--- src/rtl/register_file_pkg.sv ---
// Shared defaults and helpers for the multi-port register file with
// result-pending scoreboard.
package register_file_pkg;

  localparam int DEFAULT_DATA_WIDTH = 32;
  localparam int DEFAULT_ADDR_WIDTH = 5;
  localparam int DEFAULT_NUM_READ   = 2;

  // Low bit of read port 'port' inside the packed read_address bus.
  function automatic int addr_lsb(input int port, input int width);
    return port * width;
  endfunction

endpackage

--- src/rtl/register_file_mp_if.sv ---
// Bundle of write, reserve and read-port signals between the register file
// and whatever drives it (pipeline issue logic or a testbench).
interface register_file_mp_if
  import register_file_pkg::*;
#(
  parameter int DATA_WIDTH = DEFAULT_DATA_WIDTH,
  parameter int ADDR_WIDTH = DEFAULT_ADDR_WIDTH,
  parameter int NUM_READ   = DEFAULT_NUM_READ
);

  logic                           write;
  logic [ADDR_WIDTH-1:0]          write_address;
  logic [DATA_WIDTH-1:0]          write_data;
  logic                           reserve;
  logic [ADDR_WIDTH-1:0]          reserve_address;
  logic [NUM_READ*ADDR_WIDTH-1:0] read_address;
  logic [NUM_READ*DATA_WIDTH-1:0] read_data;
  logic [NUM_READ-1:0]            read_ready;
  logic                           reserve_error;
  logic [ADDR_WIDTH:0]            pending_count;

  modport master (
    output write, write_address, write_data, reserve, reserve_address, read_address,
    input  read_data, read_ready, reserve_error, pending_count
  );

  modport slave (
    input  write, write_address, write_data, reserve, reserve_address, read_address,
    output read_data, read_ready, reserve_error, pending_count
  );

endinterface

--- src/rtl/register_file_scoreboard.sv ---
// Tracks which registers have a result outstanding, counts them, and flags
// a reserve of a register that is already pending.
module register_file_scoreboard #(
  parameter int ADDR_WIDTH = 5,
  parameter int ZERO_REG   = 1
) (
  input  logic                    clk,
  input  logic                    rst_n,
  input  logic                    write,
  input  logic [ADDR_WIDTH-1:0]   write_address,
  input  logic                    reserve,
  input  logic [ADDR_WIDTH-1:0]   reserve_address,
  output logic [2**ADDR_WIDTH-1:0] pending_next,
  output logic                    reserve_error,
  output logic [ADDR_WIDTH:0]     pending_count
);

  localparam int DEPTH = 2**ADDR_WIDTH;

  logic [DEPTH-1:0] pending;
  logic             write_ok;
  logic             reserve_ok;
  logic             same_address;
  logic             count_inc;
  logic             count_dec;
  logic             error_next;

  assign write_ok     = write && !((ZERO_REG != 0) && (write_address == '0));
  assign reserve_ok   = reserve && !((ZERO_REG != 0) && (reserve_address == '0));
  assign same_address = (write_address == reserve_address);

  // A reserve is applied after the write clear so a same-cycle pair leaves the bit set.
  always_comb begin
    pending_next = pending;
    if (write_ok) pending_next[write_address] = 1'b0;
    if (reserve_ok) pending_next[reserve_address] = 1'b1;
  end

  assign count_inc  = reserve_ok && !pending[reserve_address];
  assign count_dec  = write_ok && pending[write_address] && !(reserve_ok && same_address);
  assign error_next = reserve_ok && pending[reserve_address] && !(write_ok && same_address);

  always_ff @(posedge clk or negedge rst_n) begin
    if (!rst_n) begin
      pending       <= '0;
      reserve_error <= 1'b0;
      pending_count <= '0;
    end else begin
      pending       <= pending_next;
      reserve_error <= error_next;
      if (count_inc && !count_dec)
        pending_count <= pending_count + {{ADDR_WIDTH{1'b0}}, 1'b1};
      else if (count_dec && !count_inc)
        pending_count <= pending_count - {{ADDR_WIDTH{1'b0}}, 1'b1};
    end
  end

endmodule

--- src/rtl/register_file_mp.sv ---
// Multi-read-port register file with write-to-read bypass and a pending
// scoreboard that drives per-port read_ready.
module register_file_mp
  import register_file_pkg::*;
#(
  parameter int DATA_WIDTH = DEFAULT_DATA_WIDTH,
  parameter int ADDR_WIDTH = DEFAULT_ADDR_WIDTH,
  parameter int NUM_READ   = DEFAULT_NUM_READ,
  parameter int ZERO_REG   = 1
) (
  input  logic               clk,
  input  logic               rst_n,
  register_file_mp_if.slave  bus
);

  localparam int DEPTH = 2**ADDR_WIDTH;

  logic [DATA_WIDTH-1:0] regs       [DEPTH];
  logic [DEPTH-1:0]      pending_next;
  logic                  write_ok;
  logic [ADDR_WIDTH-1:0] rd_addr    [NUM_READ];
  logic [DATA_WIDTH-1:0] rd_data_d  [NUM_READ];
  logic [DATA_WIDTH-1:0] rd_data_q  [NUM_READ];
  logic [NUM_READ-1:0]   rd_ready_d;
  logic [NUM_READ-1:0]   rd_ready_q;

  assign write_ok = bus.write && !((ZERO_REG != 0) && (bus.write_address == '0));

  always_ff @(posedge clk or negedge rst_n) begin
    if (!rst_n) begin
      for (int i = 0; i < DEPTH; i++) regs[i] <= '0;
    end else if (write_ok) begin
      regs[bus.write_address] <= bus.write_data;
    end
  end

  register_file_scoreboard #(
    .ADDR_WIDTH (ADDR_WIDTH),
    .ZERO_REG   (ZERO_REG)
  ) u_scoreboard (
    .clk             (clk),
    .rst_n           (rst_n),
    .write           (bus.write),
    .write_address   (bus.write_address),
    .reserve         (bus.reserve),
    .reserve_address (bus.reserve_address),
    .pending_next    (pending_next),
    .reserve_error   (bus.reserve_error),
    .pending_count   (bus.pending_count)
  );

  // Ready is judged against the pending state after this edge's write/reserve.
  always_comb begin
    rd_ready_d = '0;
    for (int k = 0; k < NUM_READ; k++) begin
      rd_addr[k] = bus.read_address[addr_lsb(k, ADDR_WIDTH) +: ADDR_WIDTH];
      if ((ZERO_REG != 0) && (rd_addr[k] == '0))
        rd_data_d[k] = '0;
      else if (write_ok && (bus.write_address == rd_addr[k]))
        rd_data_d[k] = bus.write_data;
      else
        rd_data_d[k] = regs[rd_addr[k]];
      rd_ready_d[k] = !pending_next[rd_addr[k]];
    end
  end

  always_ff @(posedge clk or negedge rst_n) begin
    if (!rst_n) begin
      for (int k = 0; k < NUM_READ; k++) rd_data_q[k] <= '0;
      rd_ready_q <= '0;
    end else begin
      for (int k = 0; k < NUM_READ; k++) rd_data_q[k] <= rd_data_d[k];
      rd_ready_q <= rd_ready_d;
    end
  end

  always_comb begin
    bus.read_data = '0;
    for (int k = 0; k < NUM_READ; k++)
      bus.read_data[k*DATA_WIDTH +: DATA_WIDTH] = rd_data_q[k];
  end

  assign bus.read_ready = rd_ready_q;

endmodule

--- src/flat_wrapper.sv ---
// flat-port wrapper written by rule: the top's interface ports become plain ports
module register_file_mp_flat import register_file_pkg::*;
#(
  parameter int DATA_WIDTH = DEFAULT_DATA_WIDTH,
  parameter int ADDR_WIDTH = DEFAULT_ADDR_WIDTH,
  parameter int NUM_READ   = DEFAULT_NUM_READ,
  parameter int ZERO_REG   = 1
)
  (clk, rst_n, bus_write, bus_write_address, bus_write_data, bus_reserve, bus_reserve_address, bus_read_address, bus_read_data, bus_read_ready, bus_reserve_error, bus_pending_count);
  register_file_mp_if #(.DATA_WIDTH(DATA_WIDTH), .ADDR_WIDTH(ADDR_WIDTH), .NUM_READ(NUM_READ)) bus_i ();
  input  logic clk;
  input  logic rst_n;
  input wire logic [$bits(bus_i.write)-1:0] bus_write;
  input wire logic [$bits(bus_i.write_address)-1:0] bus_write_address;
  input wire logic [$bits(bus_i.write_data)-1:0] bus_write_data;
  input wire logic [$bits(bus_i.reserve)-1:0] bus_reserve;
  input wire logic [$bits(bus_i.reserve_address)-1:0] bus_reserve_address;
  input wire logic [$bits(bus_i.read_address)-1:0] bus_read_address;
  output wire logic [$bits(bus_i.read_data)-1:0] bus_read_data;
  output wire logic [$bits(bus_i.read_ready)-1:0] bus_read_ready;
  output wire logic [$bits(bus_i.reserve_error)-1:0] bus_reserve_error;
  output wire logic [$bits(bus_i.pending_count)-1:0] bus_pending_count;
  assign bus_i.write = bus_write;
  assign bus_i.write_address = bus_write_address;
  assign bus_i.write_data = bus_write_data;
  assign bus_i.reserve = bus_reserve;
  assign bus_i.reserve_address = bus_reserve_address;
  assign bus_i.read_address = bus_read_address;
  assign bus_read_data = bus_i.read_data;
  assign bus_read_ready = bus_i.read_ready;
  assign bus_reserve_error = bus_i.reserve_error;
  assign bus_pending_count = bus_i.pending_count;
  register_file_mp #(.DATA_WIDTH(DATA_WIDTH), .ADDR_WIDTH(ADDR_WIDTH), .NUM_READ(NUM_READ), .ZERO_REG(ZERO_REG)) u_core (.clk(clk), .rst_n(rst_n), .bus(bus_i));
endmodule
--- config.mk ---
export PLATFORM = sky130hd
export DESIGN_NAME = register_file_mp_flat
export DESIGN_NICKNAME = d
export VERILOG_FILES = /design/src/rtl/register_file_pkg.sv /design/src/rtl/register_file_mp_if.sv /design/src/rtl/register_file_scoreboard.sv /design/src/rtl/register_file_mp.sv /design/src/flat_wrapper.sv
export SDC_FILE = /design/constraint.sdc
export NUM_CORES = 2
export LEC_CHECK = 0
export CORE_MARGIN = 2
export CORE_UTILIZATION = 45
export CTS_BUF_LIST = sky130_fd_sc_hd__clkbuf_8 sky130_fd_sc_hd__clkbuf_16
export DETAILED_ROUTE_END_ITERATION = 12
export PLACE_DENSITY = 0.62
export SLEW_MARGIN = 10
export SYNTH_ARGS = -nofsm -noshare
export SYNTH_HDL_FRONTEND = slang
export SYNTH_SLANG_ARGS = --single-unit
--- constraint.sdc ---
create_clock -name clk -period 3.55 [get_ports clk]
set_input_delay 0.71 -clock clk [delete_from_list [all_inputs] [get_ports clk]]
set_output_delay 0.71 -clock clk [all_outputs]
set_load 0.005 [all_outputs]
==> out/qor.yml <==
ys_warn_count: 0
final_cells: 5791
io_pins: 129
max_stage_delay_ns: 0.50
synthCells: 3886
skew_ns: 0.0316
final_util: 0.524
route.final.wire_length_mm: 181
ys.flop_type: "dfrtp_1"
synth_top_area_cell: "dfrtp_1"
yosys-top-cells-count: "dfrtp_1 (1129), mux2_2 (962), mux4_2 (623), clkbuf_1 (294), nand2_1 (161)"
crit_arrival_ns: 4.05
ctsLongestPathBuffers: 3
hold_viol_final: 0
setup_viol: 0
cts_tree: "built"
p_leak_uw: 0.0297
grt_max_degree: 98
antenna_found_initial: 4
cts_max_level: 4
overflow: 0
yosysSeqAreaShare: 0.474
dieHeight_um: 368
min_period_ns: 3.43
clk_pin_slew_ns: 0.06
ys_top_cells_by_area: "dfrtp_1 (47%), mux4_2 (24%), mux2_2 (18%), mux2i_1 (2.0%), clkbuf_1 (1.9%)"
maxCapViolCount: 0
yosysMostFrequentCell: "dfrtp_1"
synth_cell_types: 65
crit_fanout: 7
worst_slew_margin_rel: 0.216
grtUsageTotal: 0.271
drt_iter0_markers: 3460
cp.required_ns: 4.17
hold_class: "primary input to async pin"
vdd_drop_max_v: 0.000369
outcome: "finished, final reports clean"
place_inst: 5557
detail_route.vias_per_cell: 6.42
dieArea_um2: 135000
initial_core_util: 0.453
cp-end-kind: "flop"
final.setup.tns_ns: 0
netlist_area_um2: 59600
wire_per_inst_um: 31.3
rows: 133
syn_nets: 3948
cts.sinks: 1129
crit_chain: "clkdlybuf4s50_1 > buf_6 > mux4_2 > mux4_2 > o21ai_1 > nand2_1 > nor2_1 > ha_2 > inv_2 > ha_4 > a21o_1 > a21oi_2 > o21bai_1 > a21oi_1 > xnor2_1 > nor2_1 > xor2_1"
die_x_um: 368
tightestPinTransition_ns: 1.17
report.final.slew_viol_count: 0
area_growth_pct: 15.6
cts_buffers: 130
grt_pass1_wl_mm: 268
path_class: "primary input to flop"
fmax_ghz: 0.292
drive_gt1_frac: 0.518
rrSetupSlack_ns: 0.34
fin_nets: 3999
gp_congestion: 0.840
cp_slowest_cell: "mux4_2"
syn_area_per_cell_um2: 15.3
vias: 37203
drc_errors: 0
core_um2: 131000
fin_crit_sh: 0.965
synth_top_area_share: 0.474
clockRootBuffer: "clkbuf_16"
dp_hpwl_mm: 104
startpoint_type: "primary input"
async_flop_share: 1.00
drtPass1Iterations: 5
synth-seq-cells: 1129
synth_edf_count: 0
ant_nets: 0
clk_latency_ns: 0.75
p_per_area_nw_per_um2: 572
port_buffers: 128
grt_pass1_vias: 38510
stage by stage:
stage	instance area, um2	hold WS [ns]	power [uW]	setup slack (ns)
2_1_floorplan	59600	0.414	22800	-0.117
3_3_place_gp	64500	0.377	25400	-0.709
3_5_place_dp	64500	0.384	25700	-0.662
4_1_cts	68900	0.00838	39700	0.110
5_1_grt	68900	0.0312	41100	-0.00252
6_report	68900	0.0284	39400	0.124
sequential cells by signal (all words and copies together) (netlist names):
name / count
u_core.bus.read_data: 64
u_core.bus.read_ready: 2
u_core.regs: 1024
u_core.u_scoreboard.pending: 32
u_core.u_scoreboard.pending_count: 6
u_core.u_scoreboard.reserve_error: 1
final timing paths:
| check | end | depth (start not counted) | start |
|---|---|---|---|
| setup reg to reg | u_core.u_scoreboard.pending_count[5] | 15 | u_core.u_scoreboard.pending[2] |
| setup / recovery | u_core.u_scoreboard.pending_count[5] | 17 | bus_reserve_address[0] |
| max in group asynchronous | u_core.regs[100] | 3 | rst_n |
| hold reg to reg | u_core.regs[1009] | 0 | u_core.regs[1009] |
| hold / removal | u_core.u_scoreboard.pending_count[0] | 1 | rst_n |
| min in group clk | u_core.regs[1009] | 0 | u_core.regs[1009] |
power by group:
group	internal [uW]	switching, uW	total [uW]
registers	15400	1850	17200
clock network	8300	5560	13900
logic	5260	3020	8290
cell type report:
| cell class | count | area (um2) |
|---|---|---|
| fill | 10651 | 62600 |
| multi-input combinational | 2285 | 29600 |
| sequential | 1129 | 28300 |
| timing repair buffer | 364 | 4270 |
| clock buffer | 154 | 3630 |
| tap | 1755 | 2200 |
| clock inverter | 76 | 796 |
| inverter | 27 | 106 |
| antenna | 1 | 2.50 |
layer usage:
metal,share of wire,global-route usage,wire length (um),vias to the layer above
met2,0.47,0.415,84800,1439
met5,0.00015,0,27,-
met3,0.072,0.0555,13100,313
met1,0.43,0.394,78800,20368
li1,-,-,-,15079
met4,0.025,0.0751,4590,4
cells in the final DEF (no fill, tap or decap), types with 5 or more instances in the layout:
| cell | synthesis | final |
|---|---|---|
| nor2b_1 | 16 | 16 |
| a31oi_1 | 5 | 5 |
| and2_4 | 0 | 6 |
| buf_12 | 0 | 96 |
| inv_6 | 0 | 7 |
| a211oi_1 | 93 | 93 |
| dfrtp_1 | 1129 | 1129 |
| clkbuf_8 | 0 | 21 |
| o22ai_1 | 9 | 9 |
| a21oi_1 | 14 | 13 |
| buf_4 | 13 | 143 |
| nand2_1 | 161 | 150 |
| inv_1 | 26 | 46 |
| nor3b_1 | 5 | 5 |
| and2_1 | 12 | 5 |
| clkbuf_16 | 0 | 134 |
| clkdlybuf4s50_1 | 0 | 116 |
| a22oi_1 | 5 | 5 |
| nand3_1 | 12 | 10 |
| nor2_1 | 90 | 81 |
| bufinv_16 | 0 | 14 |
| mux2i_1 | 118 | 118 |
| buf_8 | 0 | 5 |
| clkinv_8 | 0 | 5 |
| clkinv_2 | 0 | 24 |
| xnor2_1 | 9 | 9 |
| nand4b_1 | 5 | 5 |
| xor2_1 | 12 | 12 |
| nand2_4 | 0 | 12 |
| nor2_4 | 0 | 9 |
| mux4_2 | 623 | 623 |
| nor3_1 | 19 | 19 |
| and3_1 | 13 | 13 |
| a22o_1 | 7 | 7 |
| mux2_2 | 962 | 962 |
| o21ai_0 | 19 | 18 |
| a311oi_1 | 12 | 12 |
worst max-delay path: cells and delay by family:
family | cells | cell delay, ns
compound gates | 5 | 0.70
xor+xnor | 2 | 0.28
mux | 2 | 0.98
fa+ha+maj | 2 | 0.39
buf+inv | 3 | 0.69
simple gates | 3 | 0.28
cell families (layout without fill, tap and decap cells):
group,after synthesis,in the layout,synth area share
mux,1703,1703,0.437
flops,1129,1129,0.474
buf+inv,472,621,0.0323
simple gates,371,371,0.0299
compound gates,184,184,0.0221
xor+xnor,21,21,0.00309
fa+ha+maj,6,6,0.00139
other cells,0,1,0
what timing repair did:
action,in CTS,in global routing
resized for setup,0,1
endpoints found under the setup margin,0,1
hold buffers,0,0
buffers inserted,0,3
Note: power is estimated with default switching activity, not from simulation.
